===== src/rtl/reflet_uart_rx_fifo.sv =====
// reflet_uart_rx_fifo
// Receive-side byte FIFO that sits behind the UART byte engine. Each rising
// edge of byte_done pushes byte_in into a circular buffer. The CPU reaches the
// buffer through four bus registers: STATUS, COUNT, DATA and CTRL.
// A one-cycle interrupt pulse tells software that data is waiting.
//
// Optional feature macro: REFLET_UART_RX_FIFO_THRESHOLD_EN
//   When it is defined, CTRL[8+depth_log2:8] holds an interrupt threshold
//   (reset value 1). The interrupt then fires when the occupancy reaches that
//   threshold instead of on the empty-to-one transition.
//   This layout needs wordsize >= 9 + depth_log2.
module reflet_uart_rx_fifo #(
  parameter int                        wordsize       = 16,
  parameter int                        base_addr_size = 16,
  parameter logic [base_addr_size-1:0] base_addr      = 16'hFF0C,
  parameter int                        depth_log2     = 3
) (
  input  logic                      clk,
  input  logic                      reset,
  input  logic                      enable,
  input  logic [base_addr_size-1:0] addr,
  input  logic                      write_en,
  input  logic [wordsize-1:0]       data_in,
  output logic [wordsize-1:0]       data_out,
  input  logic [7:0]                byte_in,
  input  logic                      byte_done,
  output logic                      interrupt
);

  localparam int                    cnt_w     = depth_log2 + 1;
  localparam int                    depth     = 32'd1 << depth_log2;
  localparam logic [cnt_w-1:0]      depth_cnt = cnt_w'(depth);
  localparam logic [cnt_w-1:0]      zero_cnt  = cnt_w'(32'd0);
  localparam logic [cnt_w-1:0]      one_cnt   = cnt_w'(32'd1);
  localparam logic [depth_log2-1:0] zero_ptr  = depth_log2'(32'd0);
  localparam logic [depth_log2-1:0] one_ptr   = depth_log2'(32'd1);

  // Bus decode
  logic [base_addr_size-1:0] diff_s;
  logic                      selected_s;
  logic [1:0]                offset_s;
  logic                      bus_wr_s;
  logic                      pop_req_s;
  logic                      ctrl_wr_s;
  logic                      flush_s;
  logic                      ovf_clr_s;

  // UART edge capture
  logic                      byte_done_r;
  logic                      push_r;
  logic [7:0]                byte_r;

  // FIFO state
  logic [7:0]                mem_r [0:depth-1];
  logic [depth_log2-1:0]     wr_ptr_r;
  logic [depth_log2-1:0]     rd_ptr_r;
  logic [cnt_w-1:0]          count_r;
  logic                      ovf_r;
  logic                      ie_r;
  logic                      irq_r;

  // Next-state values
  logic [depth_log2-1:0]     wr_ptr_s;
  logic [depth_log2-1:0]     rd_ptr_s;
  logic [cnt_w-1:0]          count_s;
  logic                      ovf_s;
  logic                      ie_s;
  logic                      irq_s;
  logic                      pop_ok_s;
  logic                      push_ok_s;
  logic                      ovf_set_s;
  logic                      write_mem_s;
  logic [cnt_w-1:0]          eff_thr_s;

  // Read path
  logic [wordsize-1:0]       rd_data_s;
  logic [7:0]                head_s;
  logic                      unused_bits_s;

`ifdef REFLET_UART_RX_FIFO_THRESHOLD_EN
  logic [cnt_w-1:0]          thr_r;
  logic [cnt_w-1:0]          thr_s;
`endif

  // Only a few data_in bits carry meaning. The rest are folded here on purpose.
  assign unused_bits_s = ^data_in;

  // Address decode and bus write strobes.
  always_comb begin
    diff_s     = addr - base_addr;
    selected_s = enable && (addr >= base_addr) && (diff_s < base_addr_size'(3'd4));
    offset_s   = diff_s[1:0];
    bus_wr_s   = selected_s && write_en;
    pop_req_s  = bus_wr_s && (offset_s == 2'd2);
    ctrl_wr_s  = bus_wr_s && (offset_s == 2'd3);
    flush_s    = ctrl_wr_s && data_in[0];
    ovf_clr_s  = ctrl_wr_s && data_in[2];
  end

  // Register byte_done, and turn its rising edge into a one-cycle push that carries the byte sampled at that edge.
  always_ff @(posedge clk) begin
    if (!reset) begin
      byte_done_r <= 1'b0;
      push_r      <= 1'b0;
      byte_r      <= 8'h00;
    end else begin
      byte_done_r <= byte_done;
      push_r      <= byte_done && !byte_done_r;
      if (byte_done && !byte_done_r) begin
        byte_r <= byte_in;
      end else begin
        byte_r <= byte_r;
      end
    end
  end

  // FIFO next state: flush overrides everything, and a pop frees room for a same-cycle push.
  always_comb begin
    wr_ptr_s    = wr_ptr_r;
    rd_ptr_s    = rd_ptr_r;
    count_s     = count_r;
    ovf_set_s   = 1'b0;
    write_mem_s = 1'b0;
    pop_ok_s    = pop_req_s && (count_r != zero_cnt);
    push_ok_s   = push_r && ((count_r != depth_cnt) || pop_ok_s);
    if (flush_s) begin
      wr_ptr_s = zero_ptr;
      rd_ptr_s = zero_ptr;
      count_s  = zero_cnt;
    end else begin
      if (pop_ok_s) begin
        rd_ptr_s = rd_ptr_r + one_ptr;
      end else begin
        rd_ptr_s = rd_ptr_r;
      end
      if (push_ok_s) begin
        wr_ptr_s    = wr_ptr_r + one_ptr;
        write_mem_s = 1'b1;
      end else begin
        wr_ptr_s    = wr_ptr_r;
        write_mem_s = 1'b0;
      end
      ovf_set_s = push_r && !push_ok_s;
      case ({push_ok_s, pop_ok_s})
        2'b10:   count_s = count_r + one_cnt;
        2'b01:   count_s = count_r - one_cnt;
        default: count_s = count_r;
      endcase
    end
    if (ovf_set_s) begin
      ovf_s = 1'b1;
    end else if (ovf_clr_s) begin
      ovf_s = 1'b0;
    end else begin
      ovf_s = ovf_r;
    end
  end

  // Control register fields and the interrupt condition on the occupancy transition.
  always_comb begin
    if (ctrl_wr_s) begin
      ie_s = data_in[1];
    end else begin
      ie_s = ie_r;
    end
`ifdef REFLET_UART_RX_FIFO_THRESHOLD_EN
    if (ctrl_wr_s) begin
      thr_s = data_in[8+depth_log2:8];
    end else begin
      thr_s = thr_r;
    end
    if (thr_r == zero_cnt) begin
      eff_thr_s = one_cnt;
    end else if (thr_r > depth_cnt) begin
      eff_thr_s = depth_cnt;
    end else begin
      eff_thr_s = thr_r;
    end
`else
    eff_thr_s = one_cnt;
`endif
    irq_s = ie_r && (count_r == (eff_thr_s - one_cnt)) && (count_s == eff_thr_s);
  end

  // State registers for pointers, occupancy, flags and the registered interrupt.
  always_ff @(posedge clk) begin
    if (!reset) begin
      wr_ptr_r <= zero_ptr;
      rd_ptr_r <= zero_ptr;
      count_r  <= zero_cnt;
      ovf_r    <= 1'b0;
      ie_r     <= 1'b0;
      irq_r    <= 1'b0;
    end else begin
      wr_ptr_r <= wr_ptr_s;
      rd_ptr_r <= rd_ptr_s;
      count_r  <= count_s;
      ovf_r    <= ovf_s;
      ie_r     <= ie_s;
      irq_r    <= irq_s;
    end
  end

`ifdef REFLET_UART_RX_FIFO_THRESHOLD_EN
  // Interrupt threshold register. It resets to one so the default matches the non-threshold build.
  always_ff @(posedge clk) begin
    if (!reset) begin
      thr_r <= one_cnt;
    end else begin
      thr_r <= thr_s;
    end
  end
`endif

  // Byte storage. It has no reset because stale entries are never visible.
  always_ff @(posedge clk) begin
    if (write_mem_s) begin
      mem_r[wr_ptr_r] <= byte_r;
    end
  end

  // Combinational bus read mux. Values are zero-extended, and it returns zero when not addressed.
  always_comb begin
    rd_data_s = {wordsize{1'b0}};
    if (count_r == zero_cnt) begin
      head_s = 8'h00;
    end else begin
      head_s = mem_r[rd_ptr_r];
    end
    if (selected_s) begin
      case (offset_s)
        2'd0: rd_data_s[2:0] = {ovf_r, (count_r == depth_cnt), (count_r == zero_cnt)};
        2'd1: rd_data_s[cnt_w-1:0] = count_r;
        2'd2: rd_data_s[7:0] = head_s;
        2'd3: begin
          rd_data_s[1] = ie_r;
`ifdef REFLET_UART_RX_FIFO_THRESHOLD_EN
          rd_data_s[8+depth_log2:8] = thr_r;
`endif
        end
        default: rd_data_s = {wordsize{1'b0}};
      endcase
    end else begin
      rd_data_s = {wordsize{1'b0}};
    end
  end

  assign data_out  = rd_data_s;
  assign interrupt = irq_r;

endmodule


===== config.mk =====
export PLATFORM = sky130hd
export DESIGN_NAME = reflet_uart_rx_fifo
export DESIGN_NICKNAME = d
export VERILOG_FILES = /design/src/rtl/reflet_uart_rx_fifo.sv
export SDC_FILE = /design/constraint.sdc
export NUM_CORES = 1
export LEC_CHECK = 0
export ABC_AREA = 0
export CAP_MARGIN = 5
export CORE_UTILIZATION = 44
export DETAILED_ROUTE_END_ITERATION = 10
export DONT_BUFFER_PORTS = 1
export GPL_ROUTABILITY_DRIVEN = 0
export SYNTH_ARGS = -nofsm -noshare
export SYNTH_HDL_FRONTEND = slang
export SYNTH_SLANG_ARGS = --single-unit

===== constraint.sdc =====
create_clock -name clk -period 3.28 [get_ports clk]
set_input_delay 0.492 -clock clk [delete_from_list [all_inputs] [get_ports clk]]
set_output_delay 0.492 -clock clk [all_outputs]
set_load 0.005 [all_outputs]

[Word level (Yosys, flattened, before mapping)]
Memories as Yosys holds them, arrays and structs flattened. A register that Yosys moved wholly into a read port is not among the register bits.
Cells that the tools add are included.
Word-level totals
  memories: 1
  output and inout bits: 17
  flip-flop bits (word level): 23
  RAM bits: 64
  logic and storage cells: 65
  input bits: 45
Memories
  mem_r: depth 8, width 8, rd ports 1, clocked after memory_dff 1, wr ports 1, RTL line 54  | logic [7:0] mem_r [0:depth-1];
Operators by class
  bitwise logic cells: 1
  add/subtract/negate cells: 5
  equal/unequal tests: 8
  magnitude comparators: 2
  reduce and logical (&&, ||, !) cells: 21
  mux-type cells: 18
Operator list (number)
  >= comparator 16 bit, second input constant: 1
  < comparator 16 x 3 -> 1 bit, second input constant: 1
  2-to-1 mux 8 bit: 2
  subtractor 16 bit, second input constant: 1
  logical AND 1 bit: 13
  2-to-1 mux 4 bit: 2
  case mux 4 bit (2 select lines): 1
  2-to-1 mux 1 bit: 7
  adder 3 x 1 -> 3 bit, second input constant: 2
  equality test 2 bit, second input constant: 3
  2-to-1 mux 3 bit: 2
  case mux 1 bit (3 select lines): 2
  adder 4 x 1 -> 4 bit, second input constant: 1
  equality test 2 x 1 -> 1 bit, second input constant: 2
  equality test 4 x 1 -> 1 bit, second input constant: 1
  equality test 4 bit, second input constant: 1
  logical NOT 4 bit: 1
  != test 4 bit, second input constant: 1
  case mux 1 bit (4 select lines): 1
  nonzero test 4 bit: 1
  subtractor 4 x 1 -> 4 bit, second input constant: 1
  logical NOT 1 bit: 2
  logical NOT 2 bit: 1
  case mux 1 bit (2 select lines): 1
  other kinds (4): 4

[Logic depth before layout (Yosys ltp)]
Gate-level depths: netlist of the first run.
  word-level depth: 13
  depth in mapped cells: 12
  gate-level depth less buffers: 12

[Worst setup path after synthesis of the first run]
OpenSTA, ideal clock, no wires.
  path kind: input to register
  start: in addr[5]
  end: reg irq_r (netlist: interrupt)
  library setup time: 0.091 ns
  arrival time: 3.350 ns
  buffers on the path: 1
  cell stages on the path: 11
  data required time: 3.189 ns
  setup slack: -0.162 ns
  path through: or4b_4 or4_4 buf_6 o21ai_4 inv_4 ha_1 ha_1 a21o_1 a2111oi_0 nand4b_1 nor4bb_1
On the way
  word-level cells in the longest chain between the ends: 13
  elaborated cells between the ends (all ways): 18
  classes of those cells: 1 x add/sub; 2 x order compare; 3 x eq/ne; 2 x mux; 10 x reduce/logical
Ends and longest elaborated chain
  from (decl): RTL line 21  | input logic [base_addr_size-1:0] addr,
  subtractor 16 bit or >= comparator 16 bit (tied branches): RTL line 90, 91
  < comparator 16 x 3 -> 1 bit or logical AND 1 bit (tied branches): RTL line 91  | selected_s = enable && (addr >= base_addr) && (diff_s < base_addr_size'(3'd4));
  logical AND 1 bit *: RTL line 91
  logical AND 1 bit *: RTL line 93  | bus_wr_s = selected_s && write_en;
  logical AND 1 bit: RTL line 94  | pop_req_s = bus_wr_s && (offset_s == 2'd2);
  logical AND 1 bit: RTL line 124  | pop_ok_s = pop_req_s && (count_r != zero_cnt);
  logical OR 1 bit: RTL line 125  | push_ok_s = push_r && ((count_r != depth_cnt) || pop_ok_s);
  logical AND 1 bit: RTL line 125
  equality test 2 x 1 -> 1 bit or equality test 2 bit (tied branches): RTL line 144  | case ({push_ok_s, pop_ok_s})
  case mux 4 bit (2 select lines): RTL line 144
  2-to-1 mux 4 bit *: RTL line 126  | if (flush_s) begin
  equality test 4 x 1 -> 1 bit *: RTL line 182  | irq_s = ie_r && (count_r == (eff_thr_s - one_cnt)) && (count_s == eff_thr_s);
  logical AND 1 bit *: RTL line 182
  to (signal assigned): RTL line 200  | irq_r <= irq_s;
  to (decl): RTL line 60  | logic irq_r;
Every way passes the cells marked *; elsewhere a longest branch is shown, timed or not.
A chain may end at the register's enable or synchronous reset.

[Worst setup path after layout of the first run]
  start: reg count_r[0]
  end: reg irq_r (netlist: interrupt)
On the way
  word-level cells in the longest chain between the ends: 9
  elaborated cells between the ends (all ways): 15
  classes of those cells: 2 x add/sub; 4 x eq/ne; 2 x mux; 7 x reduce/logical
Ends and longest elaborated chain
  from (decl): RTL line 57  | logic [cnt_w-1:0] count_r;
  from (signal assigned): RTL line 190  | count_r <= zero_cnt;
  from (signal assigned): RTL line 197  | count_r <= count_s;
  nonzero test 4 bit: RTL line 124
  logical AND 1 bit: RTL line 124
  logical OR 1 bit: RTL line 125
  logical AND 1 bit: RTL line 125
  equality test 2 x 1 -> 1 bit or equality test 2 bit (tied branches): RTL line 144
  case mux 4 bit (2 select lines): RTL line 144
  2-to-1 mux 4 bit: RTL line 126
  equality test 4 x 1 -> 1 bit: RTL line 182
  logical AND 1 bit *: RTL line 182
Marks and branches as above.

==> results.md, run 1 <==
- WL final: 7.29 mm
- Final nets: 350
- Most used flip-flop cell after synthesis: edfxtp_1
- I/O pins: 62
- Worst EP required: 3.55 ns
- Distinct cells, synth: 46
- Crit path time final: 2.93 ns
- CTS tree: done
- Int Pwr: 1630 uW
- Worst setup EP type: flop
- Grt total ovfl: 0
- Initial DRC Count: 108
- Antenna Cells: 0
- Leakage: 0.00145 uW
- Setup tns final: 0 ns
- #FFs+latches synth: 90
- Combinational power share: 3.9%
- Initial cell density of the core: 45.7%
- Slowest CP cell: or4b_2
- Power per standard cell area: 480 nW/um^2
- Post-cts sizing count: 0
- Post-layout instance area: 4390 sq um
- Die Y: 97.4 um
- Placed cell areas: 4190 sq um
- Residual DRC count: 0
- Die area: 9480 sq um
- Largest stage delay on the critical path: 0.78 ns
- Layout cells sized above 1: 18.5%
- Async SR Flop Fraction: 0%
- Fmax: 342 MHz
- Layout area overhead: 9.63%
- Pre-antenna DRT Iters: 4
- Vias post-DR: 2250
- Seq/Total Area, Yosys: 61.0%
- CTS Buf Count: 9
- Critical Path AT: 3.20 ns
- Syn_area_per_cell: 14.4 sq um
- Sequential Power Share: 59.7%
- Gr usage total: 16.6%
- Sw Share: 22.4%
- Unrepaired setup endpoints after global routing: no
- Peak VDD IR: 0.000289 V
- Drt wl/cell: 18.0 um
- Largest buffer count on any clock path: 2
- Setup CP Type: flop to flop
- Initial antenna violation count: 0
- Final clock skew: 0.00738 ns
- Final Hold Violating Endpoints: 0
- Num rows: 34
- CTS root buf: clkbuf_8
- Clk Latency, worst-skew pair: 0.35 ns
- Sw Pwr: 471 uW
- H-Tree Depth: 3
- Status: finished clean
- Slew headroom: 42.6%
- Cell area after synthesis: 4000 sq um
- Clock sinks: 90
- EDFF count, synth: 64
- Post-DP HPWL: 5.21 mm
- Number of routed nets with antenna violations: 0
- Clock network fraction of design power: 36.3%
- Routed vias/inst: 5.54
- Pin count of the biggest net entering global routing: 19
- Worst Setup Start Kind: flop
- Worst slew pin tran: 0.860 ns
- Critical path peak fanout: 7
- Core Area: 8760 sq um
- Most frequent cells in the layout: edfxtp_1 (64), dfxtp_1 (26), mux2i_1 (21)
- Worst-path cell chain: or4b_2, nand2_1, o21ai_4, inv_4, ha_4, ha_1, a21o_1, a2111oi_0, nand4b_1, nor4bb_1
- Most common cell after layout, fill and taps aside: edfxtp_1
- First-pass GRT wire length: 11.7 mm
- Die X: 97.4 um
- Vias in the first global route: 2169
- Tcrit/Tclk final: 89.2%
- Type of the most critical hold path: input pin to flop
- Max Cap Viol: 0
- Setup Buffers After CTS: 0
- Setup violations, final: 0
- Cts hold-fix bufs: 0
- Mapped Cells: 278
- I/O Buffers: 0
- Warnings from Yosys: 0
- Clock transition at path regs: 0.09 ns
- Max Slew Vio Count: 0
## area by class of cell
class | count | area (sq um)
clock buffers | 10 | 128
clock inverters | 6 | 73.8
fillers | 763 | 4370
inverters | 7 | 28.8
multi-input cells | 169 | 1460
flip-flops and latches | 90 | 2440
well taps | 108 | 135
repair buffers | 16 | 120
## synth_stat cells (2+ instances only)
cell type | number | share of area (%)
a21oi_1 | 6 | 0.75
a22oi_1 | 2 | 0.37
and3_1 | 3 | 0.47
buf_4 | 8 | 1.5
clkbuf_1 | 8 | 0.75
dfxtp_1 | 26 | 13
edfxtp_1 | 64 | 48
ha_1 | 11 | 3.4
inv_1 | 6 | 0.56
mux2i_1 | 21 | 5.2
mux4_2 | 16 | 9.0
nand2_1 | 11 | 1.0
nand2b_1 | 4 | 0.62
nand3_1 | 7 | 0.87
nand4_1 | 3 | 0.47
nand4b_1 | 3 | 0.66
nor2_1 | 12 | 1.1
nor2b_1 | 12 | 1.9
nor3_1 | 5 | 0.62
nor4_1 | 9 | 1.4
o211ai_1 | 5 | 0.94
o21ai_0 | 9 | 1.1
o32ai_1 | 2 | 0.44
or3_1 | 2 | 0.31
xor2_1 | 2 | 0.44
## logic make-up (layout without fill, tap and decap cells)
logic type	after synthesis	in the layout	synth area share [%]
flops	90	90	61.0
simple gates	78	78	11.3
mux	37	37	14.3
compound gates	32	32	5.50
buf+inv	26	39	3.47
fa+ha+maj	12	12	3.94
xor+xnor	2	2	0.438
other cells	1	8	0.0937
## critical path: cells and delay by family (launching register included)
kind / cells / cell delay (ns)
buf+inv: 1 / 0.07
fa+ha+maj: 2 / 0.39
flops: 1 / 0.41
compound gates: 3 / 0.59
simple gates: 4 / 1.38
## flip-flops by register name, summed over array words and instances (netlist names), named ones only
signal	cells
mem_r	64
byte_r	8
count_r	4
rd_ptr_r	3
wr_ptr_r	3
byte_done_r	1
ie_r	1
interrupt	1
ovf_r	1
push_r	1
## power by group through the flow
stage | registers [uW] | clock network (uW) | logic [uW]
after floorplan | 1270 | 0 | 72.2
after global placement | 1280 | 0 | 80.7
after detailed placement | 1280 | 0 | 82.9
after CTS | 1260 | 785 | 83.3
after global routing | 1260 | 832 | 92.3
final | 1260 | 765 | 82.3
## final timing paths
kind                                        startpoint                     end  slack [ns]  cells after the start
worst max-delay path             count_r[0]$_SDFF_PN0_    interrupt$_SDFF_PN0_        0.35                     10
worst min register to register  byte_done_r$_SDFF_PN0_       push_r$_SDFF_PN0_        0.42                      1
worst min-delay path                             reset  byte_r[0]$_SDFFE_PN0P_        0.27                      1
worst max register to register   count_r[0]$_SDFF_PN0_    interrupt$_SDFF_PN0_        0.35                     10
## metal layers
layer | track usage, % | wire, um | vias to the layer above
met2 | 26.1 | 3600 | 37
li1 | - | - | 1091
met3 | 3.31 | 208 | 9
met4 | 7.13 | 100 | 0
met1 | 22.6 | 3380 | 1113
met5 | 0 | 0 | -
## through the flow
step / utilization [%] / hold WS [ns] / power, uW / std cells / setup WS (ns)
CTS: 50.1 / 0.250 / 2130 / 406 / 0.341
global placement: 47.8 / 0.407 / 1360 / 390 / 0.0735
finish: 50.1 / 0.269 / 2100 / 406 / 0.355
floorplan: - / 0.392 / 1350 / 285 / 0.0532
global route: 50.1 / 0.255 / 2190 / 406 / 0.222
detailed placement: 47.8 / 0.409 / 1370 / 390 / 0.0203
Note: power is estimated with default switching activity, not from simulation.
==> run 2, diff against run 1 <==
SETUP_SLACK_MARGIN = 0.02   (was default)
==> results of run 2 <==
The final DEF is identical to that of run 1; final timing and power are the same.
